**src/rtl/riscv_mc_control_pkg.sv**
```systemverilog
// Shared encodings for the RV32I multicycle control unit: opcodes, FSM states,
// datapath select codes and the state-to-control decode.
package riscv_mc_control_pkg;

    localparam logic [6:0] OPC_LOAD   = 7'b0000011;
    localparam logic [6:0] OPC_OP_IMM = 7'b0010011;
    localparam logic [6:0] OPC_AUIPC  = 7'b0010111;
    localparam logic [6:0] OPC_STORE  = 7'b0100011;
    localparam logic [6:0] OPC_OP     = 7'b0110011;
    localparam logic [6:0] OPC_LUI    = 7'b0110111;
    localparam logic [6:0] OPC_BRANCH = 7'b1100011;
    localparam logic [6:0] OPC_JALR   = 7'b1100111;
    localparam logic [6:0] OPC_JAL    = 7'b1101111;

    localparam logic [6:0] FUNCT7_MULDIV = 7'b0000001;

    typedef enum logic [3:0] {
        ST_FETCH    = 4'd0,
        ST_DECODE   = 4'd1,
        ST_EXEC_R   = 4'd2,
        ST_EXEC_I   = 4'd3,
        ST_ALU_WB   = 4'd4,
        ST_MEM_ADDR = 4'd5,
        ST_MEM_RD   = 4'd6,
        ST_MEM_WB   = 4'd7,
        ST_MEM_WR   = 4'd8,
        ST_BRANCH   = 4'd9,
        ST_JAL      = 4'd10,
        ST_JALR     = 4'd11,
        ST_LUI      = 4'd12,
        ST_AUIPC    = 4'd13,
        ST_TRAP     = 4'd14,
        ST_MULDIV   = 4'd15
    } state_t;

    localparam logic [1:0] A_PC    = 2'b00, A_RS1 = 2'b01, A_PCOLD = 2'b10, A_ZERO = 2'b11;
    localparam logic [1:0] B_RS2   = 2'b00, B_FOUR = 2'b01, B_IMM = 2'b10;
    localparam logic [1:0] ALU_ADD = 2'b00, ALU_BR = 2'b01, ALU_R = 2'b10, ALU_I = 2'b11;
    localparam logic [1:0] PC_ALU  = 2'b00, PC_ALUOUT = 2'b01, PC_JALR = 2'b10;
    localparam logic [1:0] WB_ALU  = 2'b00, WB_MDR = 2'b01, WB_PC4 = 2'b10, WB_MUL = 2'b11;

    typedef struct packed {
        logic       pc_wr;
        logic       pc_cond;
        logic       iord;
        logic       mem_rd;
        logic       mem_wr;
        logic       ir_wr;
        logic       reg_wr;
        logic [1:0] wb_sel;
        logic [1:0] alu_a;
        logic [1:0] alu_b;
        logic [1:0] alu_op;
        logic [1:0] pc_sel;
    } ctrl_t;

    // Moore decode: only the state, the wait-counter "last" flag and the
    // latched M-unit flag shape the controls.
    function automatic ctrl_t ctrl_decode(input state_t st, input logic last, input logic md);
        ctrl_t c;
        c = '0;
        case (st)
            ST_FETCH:    begin c.mem_rd = 1'b1; c.alu_b = B_FOUR; c.ir_wr = last; c.pc_wr = last; end
            ST_DECODE:   begin c.alu_a = A_PCOLD; c.alu_b = B_IMM; end
            ST_EXEC_R:   begin c.alu_a = A_RS1; c.alu_b = B_RS2; c.alu_op = ALU_R; end
            ST_EXEC_I:   begin c.alu_a = A_RS1; c.alu_b = B_IMM; c.alu_op = ALU_I; end
            ST_ALU_WB:   begin c.reg_wr = 1'b1; c.wb_sel = md ? WB_MUL : WB_ALU; end
            ST_MEM_ADDR: begin c.alu_a = A_RS1; c.alu_b = B_IMM; end
            ST_MEM_RD:   begin c.iord = 1'b1; c.mem_rd = 1'b1; end
            ST_MEM_WB:   begin c.reg_wr = 1'b1; c.wb_sel = WB_MDR; end
            ST_MEM_WR:   begin c.iord = 1'b1; c.mem_wr = 1'b1; end
            ST_BRANCH:   begin c.alu_a = A_RS1; c.alu_b = B_RS2; c.alu_op = ALU_BR;
                               c.pc_cond = 1'b1; c.pc_sel = PC_ALUOUT; end
            ST_JAL:      begin c.reg_wr = 1'b1; c.wb_sel = WB_PC4; c.pc_wr = 1'b1; c.pc_sel = PC_ALUOUT; end
            ST_JALR:     begin c.alu_a = A_RS1; c.alu_b = B_IMM; c.reg_wr = 1'b1;
                               c.wb_sel = WB_PC4; c.pc_wr = 1'b1; c.pc_sel = PC_JALR; end
            ST_LUI:      begin c.alu_a = A_ZERO; c.alu_b = B_IMM; end
            ST_AUIPC:    begin c.alu_a = A_PCOLD; c.alu_b = B_IMM; end
            ST_MULDIV:   begin c.alu_a = A_RS1; c.alu_b = B_RS2; end
            default:     c = '0;
        endcase
        return c;
    endfunction

endpackage

```
**src/rtl/riscv_mc_control_wait_counter.sv**
```systemverilog
// Memory-wait counter: counts 0..MEM_WAIT while enabled, flags the last cycle,
// and wraps to 0 on that cycle so the next memory state starts fresh.
module mc_wait_counter #(
    parameter int MEM_WAIT = 0
) (
    input  logic i_clk,
    input  logic i_rst_n,
    input  logic i_en,
    input  logic i_clr,
    output logic o_last
);

    logic [3:0] r_cnt;

    assign o_last = (r_cnt == 4'(MEM_WAIT));

    always_ff @(posedge i_clk or negedge i_rst_n) begin
        if (!i_rst_n)
            r_cnt <= '0;
        else if (i_clr || o_last)
            r_cnt <= '0;
        else if (i_en)
            r_cnt <= r_cnt + 4'd1;
    end

endmodule

```
**src/rtl/riscv_mc_control.sv**
```systemverilog
// Multicycle RV32I control FSM. Optional M-extension sequencing is enabled
// with the MULDIV_EN macro.
module riscv_mc_control
    import riscv_mc_control_pkg::*;
#(
    parameter int MEM_WAIT = 0,
    parameter int STATE_W  = 4
) (
    input  logic               iCLK,
    input  logic               iRSTn,
    input  logic [6:0]         iOpcode,
    input  logic [6:0]         iFunct7,
    input  logic               iMulDivDone,
    output logic               oEscrevePC,
    output logic               oEscrevePCCond,
    output logic               oIouD,
    output logic               oLeMem,
    output logic               oEscreveMem,
    output logic               oEscreveIR,
    output logic               oEscreveReg,
    output logic [1:0]         oMemparaReg,
    output logic [1:0]         oOrigAULA,
    output logic [1:0]         oOrigBULA,
    output logic [1:0]         oOpALU,
    output logic [1:0]         oOrigPC,
    output logic               oIllegal,
    output logic [STATE_W-1:0] oState
);

    state_t r_state;
    logic   r_illegal;
    logic   r_md;
    logic   w_mem;
    logic   w_last;
    logic   w_is_md;
    ctrl_t  w_ctrl;

`ifdef MULDIV_EN
    assign w_is_md = (iFunct7 == FUNCT7_MULDIV);
`else
    logic w_unused;
    assign w_unused = ^{iFunct7, iMulDivDone};
    assign w_is_md  = 1'b0;
`endif

    assign w_mem = (r_state == ST_FETCH) || (r_state == ST_MEM_RD) || (r_state == ST_MEM_WR);

    mc_wait_counter #(.MEM_WAIT(MEM_WAIT)) u_wait (
        .i_clk   (iCLK),
        .i_rst_n (iRSTn),
        .i_en    (w_mem),
        .i_clr   (!w_mem),
        .o_last  (w_last)
    );

    always_ff @(posedge iCLK or negedge iRSTn) begin
        if (!iRSTn) begin
            r_state   <= ST_FETCH;
            r_illegal <= 1'b0;
            r_md      <= 1'b0;
        end else begin
            case (r_state)
                ST_FETCH: begin
                    r_md <= 1'b0;
                    if (w_last) r_state <= ST_DECODE;
                end
                ST_DECODE: begin
                    case (iOpcode)
                        OPC_OP: begin
                            r_state <= w_is_md ? ST_MULDIV : ST_EXEC_R;
                            r_md    <= w_is_md;
                        end
                        OPC_OP_IMM:          r_state <= ST_EXEC_I;
                        OPC_LOAD, OPC_STORE: r_state <= ST_MEM_ADDR;
                        OPC_BRANCH:          r_state <= ST_BRANCH;
                        OPC_JAL:             r_state <= ST_JAL;
                        OPC_JALR:            r_state <= ST_JALR;
                        OPC_LUI:             r_state <= ST_LUI;
                        OPC_AUIPC:           r_state <= ST_AUIPC;
                        default: begin
                            r_state   <= ST_TRAP;
                            r_illegal <= 1'b1;
                        end
                    endcase
                end
                ST_EXEC_R, ST_EXEC_I, ST_LUI, ST_AUIPC: r_state <= ST_ALU_WB;
                ST_ALU_WB, ST_MEM_WB, ST_BRANCH, ST_JAL, ST_JALR: r_state <= ST_FETCH;
                ST_MEM_ADDR: r_state <= (iOpcode == OPC_STORE) ? ST_MEM_WR : ST_MEM_RD;
                ST_MEM_RD:   if (w_last) r_state <= ST_MEM_WB;
                ST_MEM_WR:   if (w_last) r_state <= ST_FETCH;
                ST_TRAP:     r_state <= ST_TRAP;
`ifdef MULDIV_EN
                ST_MULDIV:   if (iMulDivDone) r_state <= ST_ALU_WB;
`endif
                default:     r_state <= ST_FETCH;
            endcase
        end
    end

    // Reset forces every control low so an aborted instruction leaves no write behind.
    always_comb begin
        w_ctrl = '0;
        if (iRSTn) w_ctrl = ctrl_decode(r_state, w_last, r_md);
    end

    assign oEscrevePC     = w_ctrl.pc_wr;
    assign oEscrevePCCond = w_ctrl.pc_cond;
    assign oIouD          = w_ctrl.iord;
    assign oLeMem         = w_ctrl.mem_rd;
    assign oEscreveMem    = w_ctrl.mem_wr;
    assign oEscreveIR     = w_ctrl.ir_wr;
    assign oEscreveReg    = w_ctrl.reg_wr;
    assign oMemparaReg    = w_ctrl.wb_sel;
    assign oOrigAULA      = w_ctrl.alu_a;
    assign oOrigBULA      = w_ctrl.alu_b;
    assign oOpALU         = w_ctrl.alu_op;
    assign oOrigPC        = w_ctrl.pc_sel;
    assign oIllegal       = r_illegal;
    assign oState         = STATE_W'(r_state);

endmodule

```
**config.mk**
```make
export PLATFORM = sky130hd
export DESIGN_NAME = riscv_mc_control
export DESIGN_NICKNAME = d
export VERILOG_FILES = /design/src/rtl/riscv_mc_control_pkg.sv /design/src/rtl/riscv_mc_control_wait_counter.sv /design/src/rtl/riscv_mc_control.sv
export SDC_FILE = /design/constraint.sdc
export NUM_CORES = 1
export LEC_CHECK = 0
export ABC_AREA = 1
export CAP_MARGIN = 20
export CORE_UTILIZATION = 40
export CTS_CLUSTER_SIZE = 12
export DETAILED_ROUTE_END_ITERATION = 6
export HOLD_SLACK_MARGIN = 0.12
export PLACE_DENSITY = 0.78
export SYNTH_ARGS = -nofsm -noshare
export SYNTH_HDL_FRONTEND = slang
export SYNTH_SLANG_ARGS = --single-unit
```
**constraint.sdc**
```tcl
create_clock -name iCLK -period 1.35 [get_ports iCLK]
set_input_delay 0.2025 -clock iCLK [delete_from_list [all_inputs] [get_ports iCLK]]
set_output_delay 0.2025 -clock iCLK [all_outputs]
set_load 0.05 [all_outputs]
```
==> results.toml, run 1 <==
[yosys]
yosysWarnings = 0
netlist_area_sq_um = 830
synthCells = 130
synth_cell_type_count = 28
ys_seq_area_frac = 0.271
syn-num-nets = 149
synth_top_area_cell = "dfrtp_1"
synth_area_leaders = "dfrtp_1 (27%), nand2_1 (15%), nor2_1 (10%)"
async_reset_ff_frac = 1.00
avgSynthCellArea_sq_um = 6.38
ys_seq_elements = 9
synth_top_area_frac = 0.271
synth_flop_cell = "dfrtp_1"
synth_edf_count = 0

[run_status]
status = "stopped before the end"
firstError = "[ERROR DPL-0038] Utilization greater than 100%, impossible to legalize"
haltStage = "clock tree synthesis"

[placement]
dp_slack_ps = -334
dp_hpwl_um = 3100
place_congestion = 0.838
io_buffer_count = 30

[floorplan]
io_pins = 39
die_h_um = 47.5
initial_core_util = 0.423
die_w_um = 47.5
placementRows = 16

[clock_network]
numCtsBuffers = 3
post_cts_buffers = 18
cts_root_buf = "clkbuf_4"
clockBufferDepth = 2
cts_htree_levels = 1
ctsHoldBuffers = 0
clock_sinks = 9
post_cts_resized = 50
-- logic make-up after synthesis --
| group | share of synthesized area |
|---|---|
| simple gates | 0.453 |
| buf+inv | 0.110 |
| fa+ha+maj | 0.0302 |
| xor+xnor | 0.0211 |
| flops | 0.271 |
| compound gates | 0.115 |
-- cells in the mapped netlist (2+ instances only) --
library cell / n
a31oi_1: 3
nor2_2: 2
a21oi_1: 5
nand2_1: 33
o21ai_0: 3
nor3_1: 7
inv_2: 5
nand3_1: 6
inv_1: 17
ha_1: 2
dfrtp_1: 9
nor2_1: 22
-- through the flow --
step / hold slack [ps] / instances / setup TNS, ps / instance area, sq um
3_5_place_dp: 507 / 223 / -5650 / 1870
3_3_place_gp: 478 / 223 / -4730 / 1870
2_1_floorplan: -93.1 / 130 / -3970 / 1020
==> inputs of run 2 (changes only) <==
--- a/config.mk
+++ b/config.mk
@@ -7,11 +7,10 @@
 export LEC_CHECK = 0
 export ABC_AREA = 1
 export CAP_MARGIN = 20
-export CORE_UTILIZATION = 40
-export CTS_CLUSTER_SIZE = 12
+export CORE_AREA = 2 2 63 65
 export DETAILED_ROUTE_END_ITERATION = 6
-export HOLD_SLACK_MARGIN = 0.12
-export PLACE_DENSITY = 0.78
+export DIE_AREA = 0 0 65 67
+export PLACE_DENSITY_LB_ADDON = 0.15
 export SYNTH_ARGS = -nofsm -noshare
 export SYNTH_HDL_FRONTEND = slang
 export SYNTH_SLANG_ARGS = --single-unit
==> results.toml, run 2 <==
[worst_setup_path]
rr_worst_depth = 7
r2r_setup_slack_ps = -140
crit_required_ps = 1150
worst_ep_arrival_time_ps = 1540
crit_start = "oState[0]"
critical_path_class = "reg -> out"
cp-start-kind = "flip-flop"
timing.rr.end = "oState[3]"
endpoint_kind = "output port"
crit_path_max_fanout = 4
worstSetupEndpoint = "oLeMem"
timing.rr.start = "oState[0]"

[detailed_routing]
dr_total_vias = 1159
drt-vias-per-instance = 4.42
ant_nets = 0
wire_per_inst_um = 11.8
wirelength_um = 3090
drc = 0
firstDrtPassIters = 2
drt_iter0_markers = 28

[power_and_ir_drop]
pwr_density_cell_nw_per_um2 = 2090
power_uw = 4620
peakVddDrop_uv = 714
leakagePower_uw = 0.00104

[clock_network]
clk_pin_slew_ps = 40
cts_root_buf = "clkbuf_8"
clockBufferDepth = 2
clock_sinks = 9
numCtsBuffers = 3
cts_tree = "done"
clk_latency_ps = 230
cts_htree_levels = 1

[floorplan]
core_area_sq_um = 3610
placementRows = 22
die_area_sq_um = 4360
die_w_um = 65
die_h_um = 67
initial_core_util = 0.230
io_pins = 39

[sta]
worst_pin_slew_ps = 295
setup_viol = 28
max-slew-margin-rel = 0.804
finalCritPeriodShare = 1.29
finalMaxSlewViolations = 0
max_freq_mhz = 574
min_period_ps = 1740
hold_viol_final = 0
holdWs_ps = 131
rsz0062_at_grt = "yes"
clock_skew_ps = 0.220
layout_setup_ws_ps = -392

[yosys]
yosysMostFrequentCell = "nand2_1"
synth_cell_type_count = 28
ys_seq_area_frac = 0.271
ys_seq_elements = 9
syn-num-nets = 149
async_reset_ff_frac = 1.00
synth_area_leaders = "dfrtp_1 (27%), nand2_1 (15%), nor2_1 (10%)"
avgSynthCellArea_sq_um = 6.38
synthCells = 130
synth_flop_cell = "dfrtp_1"
netlist_area_sq_um = 830
synth_top_area_frac = 0.271
synth_edf_count = 0
yosysWarnings = 0
synth_top_area_cell = "dfrtp_1"
synthTopCellsByCount = "nand2_1 (33), nor2_1 (22), inv_1 (17)"

[run_status]
status = "finished, violations left"
violations = "setup timing"

[global_routing]
grt_pass1_wl_um = 4790
grt_max_degree = 14
track_usage = 0.140
antenna_found_initial = 0
grt_pass1_vias = 1146
grt_overflow_total = 0

[layout]
area_growth_pct = 167
nNetsFinal = 234
layout_common_cells = "buf_4 (31), buf_12 (22), nand2_1 (20), buf_6 (20), nor2_4 (13)"
drive_gt1_frac = 0.650
diodes = 0
final_common_cell = "buf_4"
instances_no_fill = 262

[worst_hold_path]
worstHoldPathType = "in -> async"

[placement]
io_buffer_count = 30
place_congestion = 0.757
dp_hpwl_um = 2310
dp.cells = 246

[job]
maxCapViolations = 0
==> run 2: metal layers <==
layer  track usage  vias to the layer above  wire [um]  share of wire
li1              -                      577          -              -
met1         0.138                      554       1130           0.36
met2         0.304                       26       1860           0.60
met3        0.0186                        2         90          0.029
met4        0.0213                        0         14         0.0045
met5             0                        -          0              0
==> run 2: how the worst min path moves through the flow <==
stage,from,endpoint,cells past startpoint
after floorplan,iRSTn,oIllegal,0
after global placement,u_wait.r_cnt[0],u_wait.r_cnt[0],1
after detailed placement,u_wait.r_cnt[0],u_wait.r_cnt[0],1
after CTS,iRSTn,oState[0],2
after global routing,iRSTn,u_wait.r_cnt[1],2
final,iRSTn,oState[0],2
==> run 2: area by class of cell <==
type / count / area, sq um
Fill cell: 279 / 1390
Sequential cell: 9 / 233
Multi-Input combinational cell: 97 / 800
Clock inverter: 1 / 5.00
Inverter: 23 / 101
Timing Repair Buffer: 81 / 977
Tap cell: 48 / 60.1
Clock buffer: 3 / 41.3
==> run 2: worst max-delay path, stage by stage, from the launching register on <==
cell and delay (ps):
dfrtp_4 530, buf_6 140, nor2_4 170, a21oi_1 150, nor2_2 160, buf_12 150
==> run 2: repair_timing <==
item | 4_1_cts | 5_1_grt
hold buffers | 0 | 0
pin swaps | 14 | 12
resized for setup | 40 | 15
setup endpoints to repair | 24 | 29
buffers inserted | 9 | 6
==> run 2: cell families after synthesis <==
| logic type | count (synthesis) | share of synthesized area |
|---|---|---|
| DFF | 9 | 0.271 |
| buffers and inverters | 24 | 0.110 |
| adders and majority gates | 2 | 0.0302 |
| and+or+nand+nor | 78 | 0.453 |
| xor gates and xnor gates | 2 | 0.0211 |
| AOI/OAI and AO/OA | 15 | 0.115 |
==> run 2: stage by stage <==
step	utilization	setup TNS (ps)	setup WS [ps]	area, sq um
after CTS	0.595	-6190	-396	2150
final	0.615	-6180	-392	2220
after global routing	0.615	-7890	-467	2220
after global placement	0.523	-4730	-276	1890
after floorplan	-	-3970	-549	1020
after detailed placement	0.523	-5180	-318	1890
==> run 2: power breakdown <==
part | internal (uW) | switching [uW]
registers | 346 | 135
clock network | 201 | 103
logic | 1890 | 1950
No activity file was read; power rests on OpenSTA's default activity.
==> inputs of run 3 (changes only) <==
--- a/config.mk
+++ b/config.mk
@@ -11,6 +11,7 @@
 export DETAILED_ROUTE_END_ITERATION = 6
 export DIE_AREA = 0 0 65 67
 export PLACE_DENSITY_LB_ADDON = 0.15
+export SLEW_MARGIN = 30
 export SYNTH_ARGS = -nofsm -noshare
 export SYNTH_HDL_FRONTEND = slang
 export SYNTH_SLANG_ARGS = --single-unit
==> results of run 3 <==
Same layout as run 2: the final DEF is identical, and so are final timing and power.
